<file path="src/rtl/counter_bank_pkg.sv">
// Shared defaults for the counter bank and a parameter sanity check used at elaboration.
package counter_bank_pkg;
  localparam int N_CH_DEF        = 10;
  localparam int W_DEF           = 4;
  localparam int MOD_DEF         = 10;
  localparam int INIT_DEF        = 1;
  localparam int BEEP_CYCLES_DEF = 50_000_000;
  localparam int TONE_HALF_DEF   = 25_000;

  function automatic bit params_ok(input int w, input int modv, input int init);
    return (w >= 1) && (w <= 30) && (modv >= 2) && (modv <= (1 << w))
        && (init >= 0) && (init < modv);
  endfunction
endpackage

</file>
<file path="src/rtl/mod_counter_ch.sv">
// One channel: button edge detect on tick, modulo counter with clear and active gating,
// registered wrap pulse; wrap_nxt lets the top line up the beep with the wrap.
module mod_counter_ch
  import counter_bank_pkg::*;
#(
  parameter int W    = W_DEF,
  parameter int MOD  = MOD_DEF,
  parameter int INIT = INIT_DEF
) (
  input  logic         clk,
  input  logic         rst,
  input  logic         tick,
  input  logic         en,
  input  logic         clear,
  input  logic         active,
  input  logic         btn,
  output logic [W-1:0] value,
  output logic         wrap,
  output logic         wrap_nxt
);
  localparam logic [W-1:0] MAX_V  = W'(MOD - 1);
  localparam logic [W-1:0] INIT_V = W'(INIT);

  logic         last_q, last_d;
  logic [W-1:0] cnt_q, cnt_d;
  logic         wrap_q, wrap_d;
  logic         press;

  always_comb begin
    press  = tick & btn & ~last_q;
    last_d = tick ? btn : last_q;
    cnt_d  = cnt_q;
    wrap_d = 1'b0;
    if (clear) begin
      cnt_d = INIT_V;
    end else if (press && en && active) begin
      if (cnt_q == MAX_V) begin
        cnt_d  = '0;
        wrap_d = 1'b1;
      end else begin
        cnt_d = cnt_q + W'(1);
      end
    end
  end

  // last resets high so a button held through reset needs a fresh press
  always_ff @(posedge clk) begin
    if (rst) begin
      last_q <= 1'b1;
      cnt_q  <= INIT_V;
      wrap_q <= 1'b0;
    end else begin
      last_q <= last_d;
      cnt_q  <= cnt_d;
      wrap_q <= wrap_d;
    end
  end

  assign value    = cnt_q;
  assign wrap     = wrap_q;
  assign wrap_nxt = wrap_d;
endmodule

</file>
<file path="src/rtl/counter_bank.sv">
// Bank of N_CH modulo counters with runtime active-channel count, plus a beep timer
// retriggered by any wrap and a square-wave tone generator for the buzzer.
module counter_bank
  import counter_bank_pkg::*;
#(
  parameter int N_CH        = N_CH_DEF,
  parameter int W           = W_DEF,
  parameter int MOD         = MOD_DEF,
  parameter int INIT        = INIT_DEF,
  parameter int BEEP_CYCLES = BEEP_CYCLES_DEF,
  parameter int TONE_HALF   = TONE_HALF_DEF,
  parameter int CW          = $clog2(N_CH + 1)
) (
  input  logic              clk,
  input  logic              rst,
  input  logic              tick,
  input  logic              en,
  input  logic              clear,
  input  logic [CW-1:0]     active_cnt,
  input  logic [N_CH-1:0]   btn,
  output logic [N_CH*W-1:0] values,
  output logic [N_CH-1:0]   wrap,
  output logic              beeping,
  output logic              beep
);
  localparam int TW = (BEEP_CYCLES > 1) ? $clog2(BEEP_CYCLES) : 1;
  localparam int HW = (TONE_HALF > 1) ? $clog2(TONE_HALF) : 1;
  localparam logic [TW-1:0] TIMER_LOAD = TW'(BEEP_CYCLES - 1);
  localparam logic [HW-1:0] TONE_LAST  = HW'(TONE_HALF - 1);

  if (!params_ok(W, MOD, INIT) || N_CH < 1 || N_CH > 16
      || BEEP_CYCLES < 1 || TONE_HALF < 1) begin : g_bad_params
    $error("counter_bank: illegal parameter combination");
  end

  logic [N_CH-1:0] act;
  logic [N_CH-1:0] wrap_nxt;

  always_comb begin
    act = '0;
    for (int i = 0; i < N_CH; i++) act[i] = int'(active_cnt) > i;
  end

  for (genvar i = 0; i < N_CH; i++) begin : g_ch
    mod_counter_ch #(.W(W), .MOD(MOD), .INIT(INIT)) u_ch (
      .clk     (clk),
      .rst     (rst),
      .tick    (tick),
      .en      (en),
      .clear   (clear),
      .active  (act[i]),
      .btn     (btn[i]),
      .value   (values[i*W +: W]),
      .wrap    (wrap[i]),
      .wrap_nxt(wrap_nxt[i])
    );
  end

  logic          beeping_q, beeping_d;
  logic          beep_q, beep_d;
  logic [TW-1:0] timer_q, timer_d;
  logic [HW-1:0] tone_q, tone_d;

  // Driven from the next-cycle wrap so beeping/beep rise together with the wrap pulse
  always_comb begin
    beeping_d = beeping_q;
    timer_d   = timer_q;
    if (|wrap_nxt) begin
      beeping_d = 1'b1;
      timer_d   = TIMER_LOAD;
    end else if (beeping_q) begin
      if (timer_q == '0) beeping_d = 1'b0;
      else               timer_d   = timer_q - TW'(1);
    end

    beep_d = beep_q;
    tone_d = tone_q;
    if (!beeping_d) begin
      beep_d = 1'b0;
      tone_d = '0;
    end else if (!beeping_q) begin
      beep_d = 1'b1;
      tone_d = '0;
    end else if (tone_q == TONE_LAST) begin
      beep_d = ~beep_q;
      tone_d = '0;
    end else begin
      tone_d = tone_q + HW'(1);
    end
  end

  always_ff @(posedge clk) begin
    if (rst) begin
      beeping_q <= 1'b0;
      beep_q    <= 1'b0;
      timer_q   <= '0;
      tone_q    <= '0;
    end else begin
      beeping_q <= beeping_d;
      beep_q    <= beep_d;
      timer_q   <= timer_d;
      tone_q    <= tone_d;
    end
  end

  assign beeping = beeping_q;
  assign beep    = beep_q;
endmodule
</file>
<file path="config.mk">
export PLATFORM = sky130hd
export DESIGN_NAME = counter_bank
export DESIGN_NICKNAME = d
export VERILOG_FILES = /design/src/rtl/counter_bank_pkg.sv /design/src/rtl/mod_counter_ch.sv /design/src/rtl/counter_bank.sv
export SDC_FILE = /design/constraint.sdc
export NUM_CORES = 1
export LEC_CHECK = 0
export CAP_MARGIN = 30
export CORE_UTILIZATION = 35
export CTS_CLUSTER_SIZE = 16
export DETAILED_ROUTE_END_ITERATION = 6
export PLACE_DENSITY = 0.66
export SKIP_CTS_REPAIR_TIMING = 1
export SYNTH_ARGS = -nofsm -noshare
export SYNTH_HDL_FRONTEND = slang
export SYNTH_HIERARCHICAL = 1
export SYNTH_SLANG_ARGS = --single-unit
</file>
<file path="constraint.sdc">
create_clock -name clk -period 3 [get_ports clk]
set_input_delay 0.3 -clock clk [delete_from_list [all_inputs] [get_ports clk]]
set_output_delay 0.3 -clock clk [all_outputs]
set_load 0.01 [all_outputs]
</file>
==> results of run 1 <==
==> synthesized netlist by cell type, drive strengths merged, types with 17 or more instances <==
master    n
nor2     26
nor4     25
o31ai    17
a21oi    37
dfxtp   103
nand4    42
o21ai    37
nor2b    32
inv      17
or4      24
nand2b   23
nor3     20
==> cell usage in the layout (no fill, tap or decap), types with 14 or more instances in the layout <==
cell / count
sky130_fd_sc_hd__dfxtp_1: 103
sky130_fd_sc_hd__nor3_1: 19
sky130_fd_sc_hd__o21ai_0: 32
sky130_fd_sc_hd__nand4_1: 42
sky130_fd_sc_hd__xor2_1: 15
sky130_fd_sc_hd__o31ai_1: 17
sky130_fd_sc_hd__nand2b_1: 23
sky130_fd_sc_hd__nand2_1: 16
sky130_fd_sc_hd__a21oi_1: 36
sky130_fd_sc_hd__or4_1: 19
sky130_fd_sc_hd__nor2_1: 26
sky130_fd_sc_hd__nor2b_1: 32
sky130_fd_sc_hd__buf_4: 33
sky130_fd_sc_hd__clkdlybuf4s50_1: 70
sky130_fd_sc_hd__a31oi_1: 16
sky130_fd_sc_hd__xnor2_1: 14
sky130_fd_sc_hd__nor4_1: 24
==> metrics by stage <==
stage               hold slack (ps)  utilization [%]  total power, mW  setup slack, ps  instances
floorplan                       399                -             1.50              189        588
global placement                428             43.7             1.60             -149        865
detailed placement              458             43.7             1.60             -211        865
CTS                             472             45.6             2.75              161        880
global route                    520             45.6             2.82             35.2        880
finish                          469             45.6             2.71              174        880
==> cell type report <==
class	count	area, µm²	share of cell area (%)
clock buffer	12	267	4.03
clock inverter	3	17.5	0.265
inverter	17	63.8	0.966
multi-input combinational	456	2980	45.1
sequential	103	2060	31.2
tap	184	230	3.48
timing repair buffer	105	988	15.0
==> layer usage <==
layer / vias to the layer above / track usage, %
met5: - / 0
met4: 0 / 5.72
met3: 15 / 5.30
met2: 117 / 30.7
met1: 2355 / 23.0
li1: 2463 / -
==> flip-flops by register name (all words and copies together) (netlist names) <==
register,count
beep,1
g_ch.u_ch/wrap,10
g_ch.u_ch/value,40
beeping,1
timer_q,26
g_ch.u_ch/last_q,10
tone_q,15
==> worst max path at each step <==
stage | start | endpoint | slack (ps) | cells past startpoint
2_1_floorplan | active_cnt[2] | timer_q[12]$_SDFFE_PP0P_ | 190 | 10
3_3_place_gp | active_cnt[3] | tone_q[8]$_SDFF_PP0_ | -150 | 11
3_5_place_dp | active_cnt[3] | tone_q[7]$_SDFF_PP0_ | -210 | 11
4_1_cts | active_cnt[3] | tone_q[7]$_SDFF_PP0_ | 160 | 11
5_1_grt | active_cnt[3] | tone_q[5]$_SDFF_PP0_ | 40 | 11
6_report | active_cnt[3] | tone_q[7]$_SDFF_PP0_ | 170 | 11
==> power by group through the flow <==
stage | clock network (mW) | registers, mW | logic [mW]
3_5_place_dp | 0 | 1.42 | 0.183
4_1_cts | 1.17 | 1.39 | 0.184
6_report | 1.14 | 1.39 | 0.184
2_1_floorplan | 0 | 1.42 | 0.0766
3_3_place_gp | 0 | 1.42 | 0.179
5_1_grt | 1.23 | 1.39 | 0.202
==> logic make-up after synthesis <==
| group | Yosys count | synth area share (%) |
|---|---|---|
| muxes | 1 | 0.218 |
| xor gates and xnor gates | 29 | 4.92 |
| and+or+nand+nor | 283 | 34.1 |
| AOI/OAI and AO/OA | 141 | 17.8 |
| DFF | 103 | 39.9 |
| buffers and inverters | 29 | 2.52 |
| adders and majority gates | 2 | 0.484 |
==> worst max-delay path, stage by stage <==
cell and delay, ps:
sky130_fd_sc_hd__clkdlybuf4s50_1 430, sky130_fd_sc_hd__or2_2 300, sky130_fd_sc_hd__or3_1 360, sky130_fd_sc_hd__and4_1 230, sky130_fd_sc_hd__nand2_1 80, sky130_fd_sc_hd__nor4_1 50
sky130_fd_sc_hd__or4_1 560, sky130_fd_sc_hd__nor4_2 150, sky130_fd_sc_hd__buf_4 160, sky130_fd_sc_hd__a221o_2 320, sky130_fd_sc_hd__nor2_1 100
==> qor.log, run 1 <==
INFO  outcome        outcome=finished clean
INFO  route          antenna_left=0
INFO  power_and_ir_drop seqPwrFrac=51.2%
INFO  power_and_ir_drop clock_power_share=42.0%
INFO  hold_path      timing.hold.worst_path_depth=1
INFO  placement      port-buffer-count=70
INFO  yosys          count_of_flip_flops_with_a_built_in_enable_after_synthesis=0
INFO  setup_path     r2r.worst_path.cells=6
INFO  floorplan      die_area=15,300µm²
INFO  yosys          synth-warning-count=6
INFO  floorplan      dieWidth=123µm
INFO  sta            final-hold-violation-count=0
INFO  sta            slew_viols_final=0
INFO  cts            clockRootBuffer=sky130_fd_sc_hd__clkbuf_16
INFO  power_and_ir_drop power.ir.vdd_worst=227µV
INFO  setup_path     worst-endpoint-required=3230ps
INFO  hold_path      min_delay_worst_endpoint=tone_q[0]$_SDFF_PP0_
INFO  global_routing maximum_number_of_pins_on_one_net_before_global_route_repair=42
INFO  sta            tns=0ps
INFO  placement      dpl_cell_area=6320µm²
INFO  route          wl_met2=6360µm
INFO  sta            final.setup_skew=7.43ps
INFO  sta            timing.final.crit_share=94.2%
INFO  sta            worst_slew_pin_slew=458ps
INFO  final_layout   finalNetCount=713
INFO  route          dr_top_layer=met4
INFO  route          via_count=4,950
INFO  hold_path      hp-class=flip-flop to flip-flop
INFO  power_and_ir_drop static_power_due_to_leakage=2.08nW
INFO  setup_path     path_class=input pin to flip-flop
INFO  route          met1_length=5950µm
INFO  route          detail_route.wirelength=13,300µm
INFO  cts            tritoncts.num_buffers=9
INFO  global_routing grt_pass1_vias=4,703
INFO  yosys          synth.top_cell.area_share=39.9%
INFO  setup_path     ff2ff_setup_slack=560ps
INFO  cts            clock_sinks=103
INFO  final_layout   number_of_filler_instances_in_the_final_layout=1,382
INFO  floorplan      rows=44
INFO  hold_path      timing.hold.worst.start=tone_q[0]$_SDFF_PP0_
INFO  setup_path     startpoint_type=input pin
INFO  yosys          postSynthAreaPerCell=8.79µm²
INFO  final_layout   final_layout_size_suffix_gt1_share=13.2%
INFO  floorplan      starting_density_of_the_core=35.7%
INFO  yosys          yosys_most_used_dff=sky130_fd_sc_hd__dfxtp_1
INFO  power_and_ir_drop intPower=2.09mW
INFO  global_routing grtUsageTotal=18.5%
INFO  yosys          synth_cell_type_count=54
INFO  floorplan      core_region_area=14,500µm²
INFO  sta            finalSetupViolCount=0
INFO  setup_path     crit_path_max_fanout=15
INFO  power_and_ir_drop p_comb_share=6.8%
INFO  setup_path     crit-reg2reg-launch=timer_q[17]$_SDFFE_PP0P_
INFO  sta            rsz_0062_raised_after_global_routing=no
INFO  power_and_ir_drop power_switching_share=23.1%
INFO  yosys          ys_seq_area_share=39.9%
INFO  flow_run       maxCapViolations=0
INFO  final_layout   fin_area=6610µm²
INFO  global_routing initial_antenna_violation_count=0
INFO  cts            cts_htree_levels=3
INFO  sta            maximum_clock_frequency=354MHz
INFO  setup_path     cp_data_arrival_time=3050ps
INFO  power_and_ir_drop power-per-cell-area=411nW/µm²
INFO  route          drtIter0Drc=302
INFO  final_layout   antennaDiodeCount=0
INFO  yosys          yosys-top-cells-area=sky130_fd_sc_hd__dfxtp_1 40%, sky130_fd_sc_hd__nand4_1 5.1%, sky130_fd_sc_hd__nor2b_1 3.9%, sky130_fd_sc_hd__a21oi_1 3.5%, sky130_fd_sc_hd__o21ai_0 3.1%
INFO  sta            final.min_clock_period=2830ps
INFO  placement      hpwl=9400µm
INFO  route          wire_per_inst=15.1µm
INFO  yosys          asyncSetResetFlopFracSynth=0%
INFO  power_and_ir_drop switching_power=627µW
INFO  route          drt-vias-per-instance=5.63
INFO  cts            worst_skew_pair.late_latency=350ps
INFO  cts            tritoncts=built
INFO  yosys          synth.ff_latch_count=103
INFO  floorplan      num_io_pins=71
INFO  yosys          synth_top_area_cell=sky130_fd_sc_hd__dfxtp_1
INFO  floorplan      chipHeight=123µm
INFO  global_routing global_route_wire_length_before_repair=22,300µm
INFO  setup_path     critical_path.reg2reg.endpoint=beep$_SDFFE_PP0P_
INFO  global_routing globalRouteOverflowTotal=0
INFO  setup_path     end_kind=flip-flop
INFO  route          met3WireLength=849µm
INFO  route          dr.pass1.iters=5
INFO  yosys          synth.cell_area=5170µm²
INFO  sta            timing.slew.headroom=69.0%
INFO  cts            path_clk_slew=60ps
INFO  yosys          synthCells=588
INFO  placement      gpl.final_weighted_congestion=0.854
INFO  cts            cts.path.max_buffers=2
INFO  final_layout   area_delta_synth_final=27.9%
INFO  yosys          synthesis.nets=609
INFO  route          drc=0
(Power assumes the default switching activity.)
==> inputs of run 2 (changes only) <==
Settings changed: SKIP_LAST_GASP from default to 1.
==> results of run 2 <==
Final layout, timing and power as in run 1 (identical DEF).
